--- src/rtl/mio_dmem_bridge_pkg.sv ---
// Shared access-size codes and FSM state type for the load/store bus bridge.
// Latency: n/a (declarations only).
// Backpressure: n/a.
package mio_dmem_bridge_pkg;

    // Access size/sign codes carried on cpu_dmtype; 101..111 are illegal.
    localparam logic [2:0] DM_WORD   = 3'b000;
    localparam logic [2:0] DM_HALF   = 3'b001;
    localparam logic [2:0] DM_HALF_U = 3'b010;
    localparam logic [2:0] DM_BYTE   = 3'b011;
    localparam logic [2:0] DM_BYTE_U = 3'b100;

    typedef enum logic [1:0] {
        ST_IDLE = 2'd0,
        ST_BUSY = 2'd1,
        ST_DONE = 2'd2
    } state_t;

endpackage

--- src/rtl/mio_dmem_bridge_if.sv ---
// Word-wide memory/peripheral bus: req held until ready, completes in the ready cycle.
// Latency: n/a (signal bundle).
// Backpressure: slave stretches an access by holding bus_ready low.
interface mio_dmem_bridge_if #(
    parameter int ADDR_W = 32
);
    logic              bus_req;
    logic              bus_we;
    logic [ADDR_W-1:0] bus_addr;
    logic [3:0]        bus_be;
    logic [31:0]       bus_wdata;
    logic [31:0]       bus_rdata;
    logic              bus_ready;

    modport master (
        output bus_req, bus_we, bus_addr, bus_be, bus_wdata,
        input  bus_rdata, bus_ready
    );

    modport slave (
        input  bus_req, bus_we, bus_addr, bus_be, bus_wdata,
        output bus_rdata, bus_ready
    );
endinterface

--- src/rtl/mio_dmem_bridge_lane_align.sv ---
// Byte-lane steering: store enables/replication, load lane select + extension, fault detect.
// Latency: purely combinational.
// Backpressure: none.
module mio_lane_align
    import mio_dmem_bridge_pkg::*;
(
    input  logic [1:0]  addr_lo,
    input  logic [2:0]  dmtype,
    input  logic [31:0] wdata,
    input  logic [31:0] rdata,
    output logic [3:0]  be,
    output logic [31:0] wdata_lane,
    output logic [31:0] rdata_ext,
    output logic        misalign
);
    logic [7:0]  byte_sel;
    logic [15:0] half_sel;

    // Halfwords are only legal on even addresses, so addr_lo[1] alone picks the lane.
    assign byte_sel = rdata[{addr_lo, 3'b000} +: 8];
    assign half_sel = addr_lo[1] ? rdata[31:16] : rdata[15:0];

    // Enables, store replication and alignment fault from access size and low address bits.
    always_comb begin
        be         = 4'b0000;
        wdata_lane = wdata;
        misalign   = 1'b0;
        case (dmtype)
            DM_WORD: begin
                be       = 4'b1111;
                misalign = (addr_lo != 2'b00);
            end
            DM_HALF, DM_HALF_U: begin
                be         = 4'b0011 << addr_lo;
                wdata_lane = {2{wdata[15:0]}};
                misalign   = addr_lo[0];
            end
            DM_BYTE, DM_BYTE_U: begin
                be         = 4'b0001 << addr_lo;
                wdata_lane = {4{wdata[7:0]}};
            end
            default: misalign = 1'b1;
        endcase
    end

    // Right-justify the selected load lane and sign- or zero-extend it.
    always_comb begin
        rdata_ext = rdata;
        case (dmtype)
            DM_HALF:   rdata_ext = {{16{half_sel[15]}}, half_sel};
            DM_HALF_U: rdata_ext = {16'h0000, half_sel};
            DM_BYTE:   rdata_ext = {{24{byte_sel[7]}}, byte_sel};
            DM_BYTE_U: rdata_ext = {24'h000000, byte_sel};
            default:   rdata_ext = rdata;
        endcase
    end
endmodule

--- src/rtl/mio_dmem_bridge.sv ---
// Load/store bridge from the CPU MEM stage to a word bus; optional wait timeout (MIO_TIMEOUT_EN).
// Latency: 3 cycles request->done with immediate ready, +1 per wait cycle; 2 cycles on a fault.
// Backpressure: stalls the core while accepting/busy; bus stretches accesses via bus_ready.
module mio_dmem_bridge
    import mio_dmem_bridge_pkg::*;
#(
    parameter int ADDR_W         = 32,
    parameter int TIMEOUT_CYCLES = 255
) (
    input  logic              clk,
    input  logic              reset,
    input  logic              cpu_req,
    input  logic              cpu_we,
    input  logic [ADDR_W-1:0] cpu_addr,
    input  logic [31:0]       cpu_wdata,
    input  logic [2:0]        cpu_dmtype,
    output logic [31:0]       cpu_rdata,
    output logic              cpu_done,
    output logic              cpu_stall,
    output logic              cpu_misalign,
    mio_dmem_bridge_if.master bus
`ifdef MIO_TIMEOUT_EN
    ,
    output logic              bus_timeout
`endif
);
    state_t            state_q, state_d;
    logic              in_idle, in_busy, in_done, accept, expire;
    logic              we_q, mis_q;
    logic [ADDR_W-1:0] addr_q;
    logic [31:0]       wdata_q, rdata_q;
    logic [2:0]        dmtype_q;

    logic [1:0]  al_addr;
    logic [2:0]  al_dmtype;
    logic [3:0]  al_be;
    logic [31:0] al_wdata, al_rdata;
    logic        al_mis;

    assign in_idle = (state_q == ST_IDLE);
    assign in_busy = (state_q == ST_BUSY);
    assign in_done = (state_q == ST_DONE);
    assign accept  = in_idle & cpu_req;

    // One aligner serves both phases: live core inputs for the fault check at accept,
    // the frozen request while the bus access is in flight.
    assign al_addr   = in_idle ? cpu_addr[1:0] : addr_q[1:0];
    assign al_dmtype = in_idle ? cpu_dmtype    : dmtype_q;

    mio_lane_align u_align (
        .addr_lo    (al_addr),
        .dmtype     (al_dmtype),
        .wdata      (wdata_q),
        .rdata      (bus.bus_rdata),
        .be         (al_be),
        .wdata_lane (al_wdata),
        .rdata_ext  (al_rdata),
        .misalign   (al_mis)
    );

`ifdef MIO_TIMEOUT_EN
    localparam logic [31:0] TIMEOUT_RDATA = 32'hDEAD_BEEF;
    logic [15:0] wait_q;
    logic        timeout_q;

    // A ready arriving on the last allowed cycle completes normally.
    assign expire = in_busy & ~bus.bus_ready & (wait_q == 16'(TIMEOUT_CYCLES - 1));

    // Count BUSY cycles; remember whether the access ended by timing out.
    always_ff @(posedge clk or negedge reset) begin
        if (!reset) begin
            wait_q    <= '0;
            timeout_q <= 1'b0;
        end else begin
            wait_q <= in_busy ? wait_q + 16'd1 : 16'd0;
            if (accept)      timeout_q <= 1'b0;
            else if (expire) timeout_q <= 1'b1;
        end
    end

    assign bus_timeout = in_done & timeout_q;
`else
    localparam logic [31:0] TIMEOUT_RDATA = 32'h0000_0000;
    logic unused_timeout_cfg;

    // Without the wait counter BUSY waits for the bus indefinitely.
    assign expire             = 1'b0;
    assign unused_timeout_cfg = (TIMEOUT_CYCLES != 0);
`endif

    // State register.
    always_ff @(posedge clk or negedge reset) begin
        if (!reset) state_q <= ST_IDLE;
        else        state_q <= state_d;
    end

    // Next state; faulting requests skip the bus entirely.
    always_comb begin
        state_d = state_q;
        case (state_q)
            ST_IDLE: if (cpu_req) state_d = al_mis ? ST_DONE : ST_BUSY;
            ST_BUSY: if (bus.bus_ready || expire) state_d = ST_DONE;
            ST_DONE: state_d = ST_IDLE;
            default: state_d = ST_IDLE;
        endcase
    end

    // Capture the request at accept; it stays frozen until the next accept.
    always_ff @(posedge clk or negedge reset) begin
        if (!reset) begin
            we_q     <= 1'b0;
            addr_q   <= '0;
            wdata_q  <= '0;
            dmtype_q <= DM_WORD;
        end else if (accept) begin
            we_q     <= cpu_we;
            addr_q   <= cpu_addr;
            wdata_q  <= cpu_wdata;
            dmtype_q <= cpu_dmtype;
        end
    end

    // Result: cleared at accept (covers faults and stores), loaded on bus completion.
    always_ff @(posedge clk or negedge reset) begin
        if (!reset) begin
            rdata_q <= '0;
            mis_q   <= 1'b0;
        end else if (accept) begin
            rdata_q <= '0;
            mis_q   <= al_mis;
        end else if (in_busy && bus.bus_ready) begin
            rdata_q <= we_q ? 32'h0 : al_rdata;
        end else if (expire) begin
            rdata_q <= TIMEOUT_RDATA;
        end
    end

    assign cpu_stall    = accept | in_busy;
    assign cpu_done     = in_done;
    assign cpu_misalign = in_done & mis_q;
    assign cpu_rdata    = rdata_q;

    assign bus.bus_req   = in_busy;
    assign bus.bus_we    = in_busy & we_q;
    assign bus.bus_addr  = in_busy ? {addr_q[ADDR_W-1:2], 2'b00} : '0;
    assign bus.bus_be    = in_busy ? al_be : 4'b0000;
    assign bus.bus_wdata = in_busy ? al_wdata : 32'h0;
endmodule

--- src/flat_wrapper.sv ---
// flat-port wrapper written by rule: the top's interface ports become plain ports
module mio_dmem_bridge_flat import mio_dmem_bridge_pkg::*;
#(
    parameter int ADDR_W         = 32,
    parameter int TIMEOUT_CYCLES = 255
)
  (clk, reset, cpu_req, cpu_we, cpu_addr, cpu_wdata, cpu_dmtype, cpu_rdata, cpu_done, cpu_stall, cpu_misalign, bus_bus_req, bus_bus_we, bus_bus_addr, bus_bus_be, bus_bus_wdata, bus_bus_rdata, bus_bus_ready);
  mio_dmem_bridge_if #(.ADDR_W(ADDR_W)) bus_i ();
  input  logic clk;
  input  logic reset;
  input  logic cpu_req;
  input  logic cpu_we;
  input  logic [ADDR_W-1:0] cpu_addr;
  input  logic [31:0] cpu_wdata;
  input  logic [2:0] cpu_dmtype;
  output logic [31:0] cpu_rdata;
  output logic cpu_done;
  output logic cpu_stall;
  output logic cpu_misalign;
  output wire logic [$bits(bus_i.bus_req)-1:0] bus_bus_req;
  output wire logic [$bits(bus_i.bus_we)-1:0] bus_bus_we;
  output wire logic [$bits(bus_i.bus_addr)-1:0] bus_bus_addr;
  output wire logic [$bits(bus_i.bus_be)-1:0] bus_bus_be;
  output wire logic [$bits(bus_i.bus_wdata)-1:0] bus_bus_wdata;
  input wire logic [$bits(bus_i.bus_rdata)-1:0] bus_bus_rdata;
  input wire logic [$bits(bus_i.bus_ready)-1:0] bus_bus_ready;
  assign bus_bus_req = bus_i.bus_req;
  assign bus_bus_we = bus_i.bus_we;
  assign bus_bus_addr = bus_i.bus_addr;
  assign bus_bus_be = bus_i.bus_be;
  assign bus_bus_wdata = bus_i.bus_wdata;
  assign bus_i.bus_rdata = bus_bus_rdata;
  assign bus_i.bus_ready = bus_bus_ready;
  mio_dmem_bridge #(.ADDR_W(ADDR_W), .TIMEOUT_CYCLES(TIMEOUT_CYCLES)) u_core (.clk(clk), .reset(reset), .cpu_req(cpu_req), .cpu_we(cpu_we), .cpu_addr(cpu_addr), .cpu_wdata(cpu_wdata), .cpu_dmtype(cpu_dmtype), .cpu_rdata(cpu_rdata), .cpu_done(cpu_done), .cpu_stall(cpu_stall), .cpu_misalign(cpu_misalign), .bus(bus_i));
endmodule
--- config.mk ---
export PLATFORM = sky130hd
export DESIGN_NAME = mio_dmem_bridge_flat
export DESIGN_NICKNAME = d
export VERILOG_FILES = /design/src/rtl/mio_dmem_bridge_pkg.sv /design/src/rtl/mio_dmem_bridge_if.sv /design/src/rtl/mio_dmem_bridge_lane_align.sv /design/src/rtl/mio_dmem_bridge.sv /design/src/flat_wrapper.sv
export SDC_FILE = /design/constraint.sdc
export NUM_CORES = 1
export LEC_CHECK = 0
export BUFFER_PORTS_ARGS = -buffer_cell sky130_fd_sc_hd__buf_2
export CORE_ASPECT_RATIO = 0.75
export CORE_MARGIN = 5
export CORE_UTILIZATION = 50
export CTS_CLUSTER_SIZE = 12
export DETAILED_ROUTE_END_ITERATION = 10
export HOLD_SLACK_MARGIN = 0.06
export PLACE_DENSITY_LB_ADDON = 0.25
export SETUP_SLACK_MARGIN = 0.05
export SYNTH_ARGS = -nofsm -noshare
export SYNTH_HDL_FRONTEND = slang
export SYNTH_SLANG_ARGS = --single-unit
--- constraint.sdc ---
create_clock -name clk -period 8.9 [get_ports clk]
set_clock_uncertainty 0.15 [all_clocks]
set_input_delay 2.67 -clock clk [delete_from_list [all_inputs] [get_ports clk]]
set_output_delay 2.67 -clock clk [all_outputs]
set_load 0.05 [all_outputs]
## Word-level counts from Yosys, hierarchy flattened

Index checks and enable logic that the tools add are counted.

| word-level totals | value |
|---|---|
| memories | 0 |
| RAM bits | 0 |
| ROM bits | 0 |
| input port bits | 104 |
| bits in registers | 103 |
| bits in latches | 0 |
| output and inout port bits | 105 |
| word-level logic and storage cells | 47 |

| operators by class | value |
|---|---|
| equal/unequal tests | 8 |
| magnitude comparators | 0 |
| reductions and logical operators | 8 |
| shift operators | 3 |
| mux-type cells | 17 |
| multipliers | 0 |
| $add $sub $neg | 0 |
| divide/modulo/power cells | 0 |
| bitwise operators | 4 |

Operator list:

| kind | count |
|---|---|
| two-way mux 32 bit | 5 |
| one-hot mux 32 bit (4 select lines) | 1 |
| one-hot mux 32 bit (2 select lines) | 1 |
| indexed part select 32 x 6 -> 8 bit | 1 |
| two-way mux 16 bit | 1 |
| one-hot mux 4 bit (3 select lines) | 1 |
| two-way mux 2 bit | 4 |
| equality test 3 x 2 -> 1 bit (second input constant) | 2 |
| two-way mux 4 bit | 1 |
| inequality test 2 bit (second input constant) | 2 |
| one-hot mux 2 bit (2 select lines) | 1 |
| nonzero test 2 bit | 2 |
| OR reduction 2 bit | 2 |
| << shifter 1 x 2 -> 4 bit (first input constant) | 1 |
| << shifter 2 x 2 -> 4 bit (first input constant) | 1 |
| bitwise AND 1 bit | 3 |
| equality test 3 x 1 -> 1 bit (second input constant) | 1 |
| equality test 3 bit (second input constant) | 1 |
| logical NOT 3 bit | 1 |
| two-way mux 3 bit | 1 |
| one-hot mux 1 bit (3 select lines) | 1 |
| equality test 2 x 1 -> 1 bit (second input constant) | 1 |
| equality test 2 bit (second input constant) | 1 |
| logical NOT 2 bit | 1 |
| other kinds (3) | 3 |

## Longest topological paths before layout

| logic depth | value |
|---|---|
| word-level depth | 8 |
| mapped depth | 9 |
| gate-level depth less buffers | 6 |

## Modules after synthesis

From an unflattened synthesis, not the netlist that was laid out.

| unflattened totals | value |
|---|---|
| cells, all modules | 625 |
| area total of the unflattened synthesis | 6294.8 µm² |

By module, submodules not included:

| module | area each (µm²) | cells an instance | times used | seq. area each (µm²) |
|---|---|---|---|---|
| mio_dmem_bridge | 4468.0 | 317 | 1 | 2577.5 |
| mio_lane_align | 1826.8 | 308 | 1 | 0.0 |

## Worst setup path after synthesis

OpenSTA, ideal clock, no wires.

| timing path | value |
|---|---|
| path kind | input-to-output |
| start point | input cpu_dmtype[1] |
| end point | output bus_bus_wdata[24] |
| arrival time | 4.779 ns |
| setup slack | 1.301 ns |
| data required time | 6.080 ns |
| buffers on the path | 2 |
| stages on the path | 7 |
| path through | or3b_4 -> nand2_4 -> mux2i_2 -> buf_6 -> buf_2 -> nand2_1 -> a31oi_1 |

| on the way | value |
|---|---|
| word-level cells in the longest chain between the ends | 5 |
| elaborated cells on any way between the ends | 9 |
| classes of those cells | eq/ne (4); mux (3); reduce/logical (2) |

RTL lines:

| element | line | RTL |
|---|---|---|
| start: declaration | flat_wrapper.sv:15 | `input logic [2:0] cpu_dmtype;` |
| two-way mux 3 bit * | mio_dmem_bridge.sv:48 | `assign al_dmtype = in_idle ? cpu_dmtype : dmtype_q;` |
| equality test 3 bit (tied with other cells) | mio_dmem_bridge_lane_align.sv:28 | `case (dmtype)` |
| OR reduction 2 bit | mio_dmem_bridge_lane_align.sv:28 |  |
| one-hot mux 32 bit (2 select lines) * | mio_dmem_bridge_lane_align.sv:28 |  |
| two-way mux 32 bit * | mio_dmem_bridge.sv:147 | `assign bus.bus_wdata = in_busy ? al_wdata : 32'h0;` |
| end: declaration | flat_wrapper.sv:24 | `output wire logic [$bits(bus_i.bus_wdata)-1:0] bus_bus_wdata;` |

Every way passes the cells marked *; elsewhere a longest branch is shown, timed or not.

## Worst setup path in the final report

| timing path | value |
|---|---|
| start point | input cpu_dmtype[1] |
| end point | output bus_bus_wdata[25] |

The elaborated chain is that of the path after synthesis.

==> tab_implementation.tex <==
\begin{tabular}{lr}
\hline
Metric & Value \\
\hline
\multicolumn{2}{l}{\textbf{Run status}} \\
\quad Run status & completed \\
\multicolumn{2}{l}{\textbf{Synthesis}} \\
\quad Fraction of synthesis flops using an asynchronous set or reset pin & 100.0\% \\
\quad Synth area leaders & dfrtp\_1 (46\%), nand2\_1 (19\%), and2\_1 (4.9\%) \\
\quad Average cell area after synthesis & $\sim$8 um2 \\
\quad Share of the synthesized area in the top cell type & 45.92\% \\
\quad Ys Warns & 0 \\
\quad Dominant register cell in the synthesized netlist & dfrtp\_1 \\
\quad Fraction of the yosys area taken by sequential cells & a little under half \\
\quad Post-synth cell types & between 50 and 60 \\
\quad Number of flops mapped to enable cells by yosys & 0 \\
\quad Post-synth top area cell & dfrtp\_1 \\
\quad Synthesized flop and latch total & slightly above 100 \\
\quad Synthesized instance count & 691 \\
\quad Cell area after technology mapping & approximately 5600 um2 \\
\multicolumn{2}{l}{\textbf{Floorplan}} \\
\quad Core box area & about 11000 um2 \\
\quad Ports & 209 \\
\quad Effective utilization at floorplan & between 50 and 60\% \\
\quad Num rows & 33 \\
\quad Y dimension of the die & 101.8 um \\
\quad Die boundary width & between 100 and 150 um \\
\quad Area of the die & 13470 um2 \\
\multicolumn{2}{l}{\textbf{GRT}} \\
\quad Grt total ovfl & 0 \\
\quad Initial antenna violation count & 2 \\
\quad First-pass GRT wire length & approximately 27000 um \\
\quad Maximum number of pins on one net before global-route repair & 75 \\
\quad Number of global-route vias before repair & around 5500 \\
\quad GRT Overall Usage & $\sim$25\% \\
\multicolumn{2}{l}{\textbf{Worst setup path}} \\
\quad Arrival time of data at the critical path endpoint & 4810 ps \\
\quad Worst setup EP type & output pin \\
\quad Kind of start point of the critical path & input pin \\
\quad Worst-path fanout max & 10 \\
\quad Classification of the worst setup path & input pin to output pin \\
\quad Worst Path Required & roughly 6100 ps \\
\quad Reg-to-reg setup timing slack & roughly 4600 ps \\
\multicolumn{2}{l}{\textbf{Finish}} \\
\quad Total area of multi-input combinational cells & $\sim$2800 um2 \\
\quad Nets & 976 \\
\quad Most frequent cells in the layout & nand2\_1 (289), buf\_2 (205), dfrtp\_1 (103), and2\_1 (43), nor2\_1 (34) \\
\quad Area growth syn-to-layout & 23.96\% \\
\quad Fraction of final layout cells sized beyond drive strength 1 & 31.13\% \\
\quad Most frequent standard cell in the layout excluding fill and tap cells & nand2\_1 \\
\quad Non-filler instance count after layout & around 1000 \\
\quad Fill cell instance count of the final layout & about 970 \\
\quad Sequential standard cell area & $\sim$2600 um2 \\
\quad Post-layout utilization of the core & 63.59\% \\
\multicolumn{2}{l}{\textbf{Routing}} \\
\quad Count of TritonRoute iterations in the first routing pass & 5 \\
\quad DRC marker count from the first detailed-route iteration & between 500 and 600 \\
\quad Number of vias per cell after detailed routing & 5.546 \\
\quad Total wirelength of the detailed-routed design & 17100 um \\
\quad DRC violation count after routing & 0 \\
\quad Post-route antenna net violation count & 0 \\
\quad Mean routed wirelength per cell & between 15 and 20 um \\
\quad Via total after detailed routing & approximately 5600 \\
\multicolumn{2}{l}{\textbf{Place}} \\
\quad Placed cells & 1001 \\
\quad DP Worst Slack & 1308 ps \\
\quad Total half-perimeter wirelength after legalization and detailed placement & approximately 13000 um \\
\quad Count of buffers inserted at the top-level ports & 206 \\
\quad GP Congestion & a little over 0.9 \\
\multicolumn{2}{l}{\textbf{STA}} \\
\quad Final Critical Period & 7632 ps \\
\quad Max transition margin & between 20\% and 30\% \\
\quad Final setup vio count & 0 \\
\quad Transition time at the pin with the least slew margin & between 1000 and 1500 ps \\
\quad Sum of negative setup slack & 0 ps \\
\quad Endpoints failing hold & 0 \\
\quad Tcrit/Tclk final & a little under nine tenths \\
\quad Fmax & 0.1310 GHz \\
\quad Slew Limit Fails & 0 \\
\quad Worst Slack Setup Final & about 1300 ps \\
\quad Setup repair after global routing missed its margin & false \\
\quad Worst hold margin & around 320 ps \\
\multicolumn{2}{l}{\textbf{Clocking}} \\
\quad \# resized after CTS & 0 \\
\quad Clock root buffer & clkbuf\_16 \\
\quad Clk buf depth & 2 \\
\quad Clock tree from TritonCTS & built \\
\quad Clock Pin Slew Worst Setup and Hold Paths & 70 ps \\
\quad Clock sink total & 103 \\
\quad Buffer count from post-CTS setup fixing & 0 \\
\quad Count of hold-fix buffers inserted at cts & 0 \\
\quad Clock buffers created by TritonCTS & 9 \\
\quad Total number of H-tree levels & 3 \\
\quad Clk\_lat worst skew & 340 ps \\
\multicolumn{2}{l}{\textbf{Min path}} \\
\quad Class of the worst hold path & flip-flop to flip-flop \\
\multicolumn{2}{l}{\textbf{Run}} \\
\quad Number of maximum-capacitance violations & 0 \\
\multicolumn{2}{l}{\textbf{Power and ir drop}} \\
\quad Leak & around 3.8 nW \\
\quad Power density of the placed cells & between 400 and 500 nW/um2 \\
\quad Peak VDD IR & about 0.20 mV \\
\hline
\end{tabular}
[synthesized netlist by cell type (2+ instances only)]
library cell and instances:
xor2_1 2, nand2b_1 3, o21ai_0 9, a22oi_1 14, a21oi_1 29, a21boi_0 2, nor2_2 2, o21ai_1 14
mux2i_1 5, clkbuf_1 30, buf_4 6, nand2_1 290, and2_1 44, inv_1 7, a31oi_1 10, nor2_1 34
dfrtp_1 103, maj3_1 2, a211oi_2 2, buf_6 5, o31ai_1 7, buf_2 3, mux2_2 7, o21ai_2 11
nand3_1 2, a2bb2oi_1 6, o22ai_1 7, a31oi_2 2, o21a_1 2, mux2i_2 2
[flip-flops by register name, indices dropped and copies added, names as in the netlist]
name and count:
u_core.addr_q 32, u_core.mis_q 1, u_core.state_q 2, u_core.dmtype_q 3, u_core.we_q 1, u_core.cpu_rdata 32, u_core.wdata_q 32
[stage by stage]
stage | area [um2] | power, W
floorplan | 5617 | 0.002098
global placement | 6653 | 0.002429
detailed placement | 6653 | 0.002482
CTS | 6955 | 0.002892
global route | 6958 | 0.003070
finish | 6958 | 0.002887
[layout make-up]
class	instances	share of cell area, %
Clock inverter	7	1.115
Sequential cell	103	37.04
Inverter	7	0.3776
Antenna cell	1	0.03596
Multi-Input combinational cell	538	40.06
Clock buffer	9	3.237
Timing Repair Buffer	213	15.61
Tap cell	140	2.518
[final timing paths]
kind / startpoint / end / cells after the start
setup / recovery: cpu_dmtype[1] / bus_bus_wdata[25] / 7
max in group asynchronous: reset / u_core.cpu_rdata[8] / 2
hold reg to reg: u_core.addr_q[7] / u_core.addr_q[7] / 2
min in group asynchronous: reset / u_core.addr_q[2] / 1
setup reg to reg: u_core.state_q[0] / u_core.cpu_rdata[17] / 6
hold / removal: u_core.addr_q[7] / u_core.addr_q[7] / 2
[routing by layer]
| layer | vias to the layer above | global-route usage (%) | wire length, um |
|---|---|---|---|
| li1 | 2636 | - | - |
| met1 | 2686 | 34.00 | 7391 |
| met2 | 292 | 38.84 | 7714 |
| met3 | 30 | 7.547 | 1696 |
| met4 | 2 | 6.886 | 282 |
| met5 | - | 0 | 11 |
[power breakdown]
group	total, W	internal (W)	switching (W)
logic	0.00165	0.000445	0.00121
registers	0.000835	0.000676	0.000159
clock network	0.000401	0.000221	0.000180
total	0.00289	0.00134	0.00154
[critical path: stages]
cell     delay (ps)
buf_2           130
or3b_4          420
nand2_4         110
mux2i_2         680
nand2_1         200
a31oi_1         270
buf_2           330
[logic make-up (layout without fill, tap and decap cells)]
kind of cell    Yosys count  in the layout  share of synthesized area [%]
buf+inv                  51            236                          4.547
flops                   103            103                          45.92
mux                      15             15                          3.054
other cells               1              3                        0.06681
fa+ha+maj                 2              2                         0.3567
xor+xnor                  2              2                         0.3121
compound gates          126            126                          15.54
simple gates            391            391                          30.21
Power figures use the tool's default switching activity.
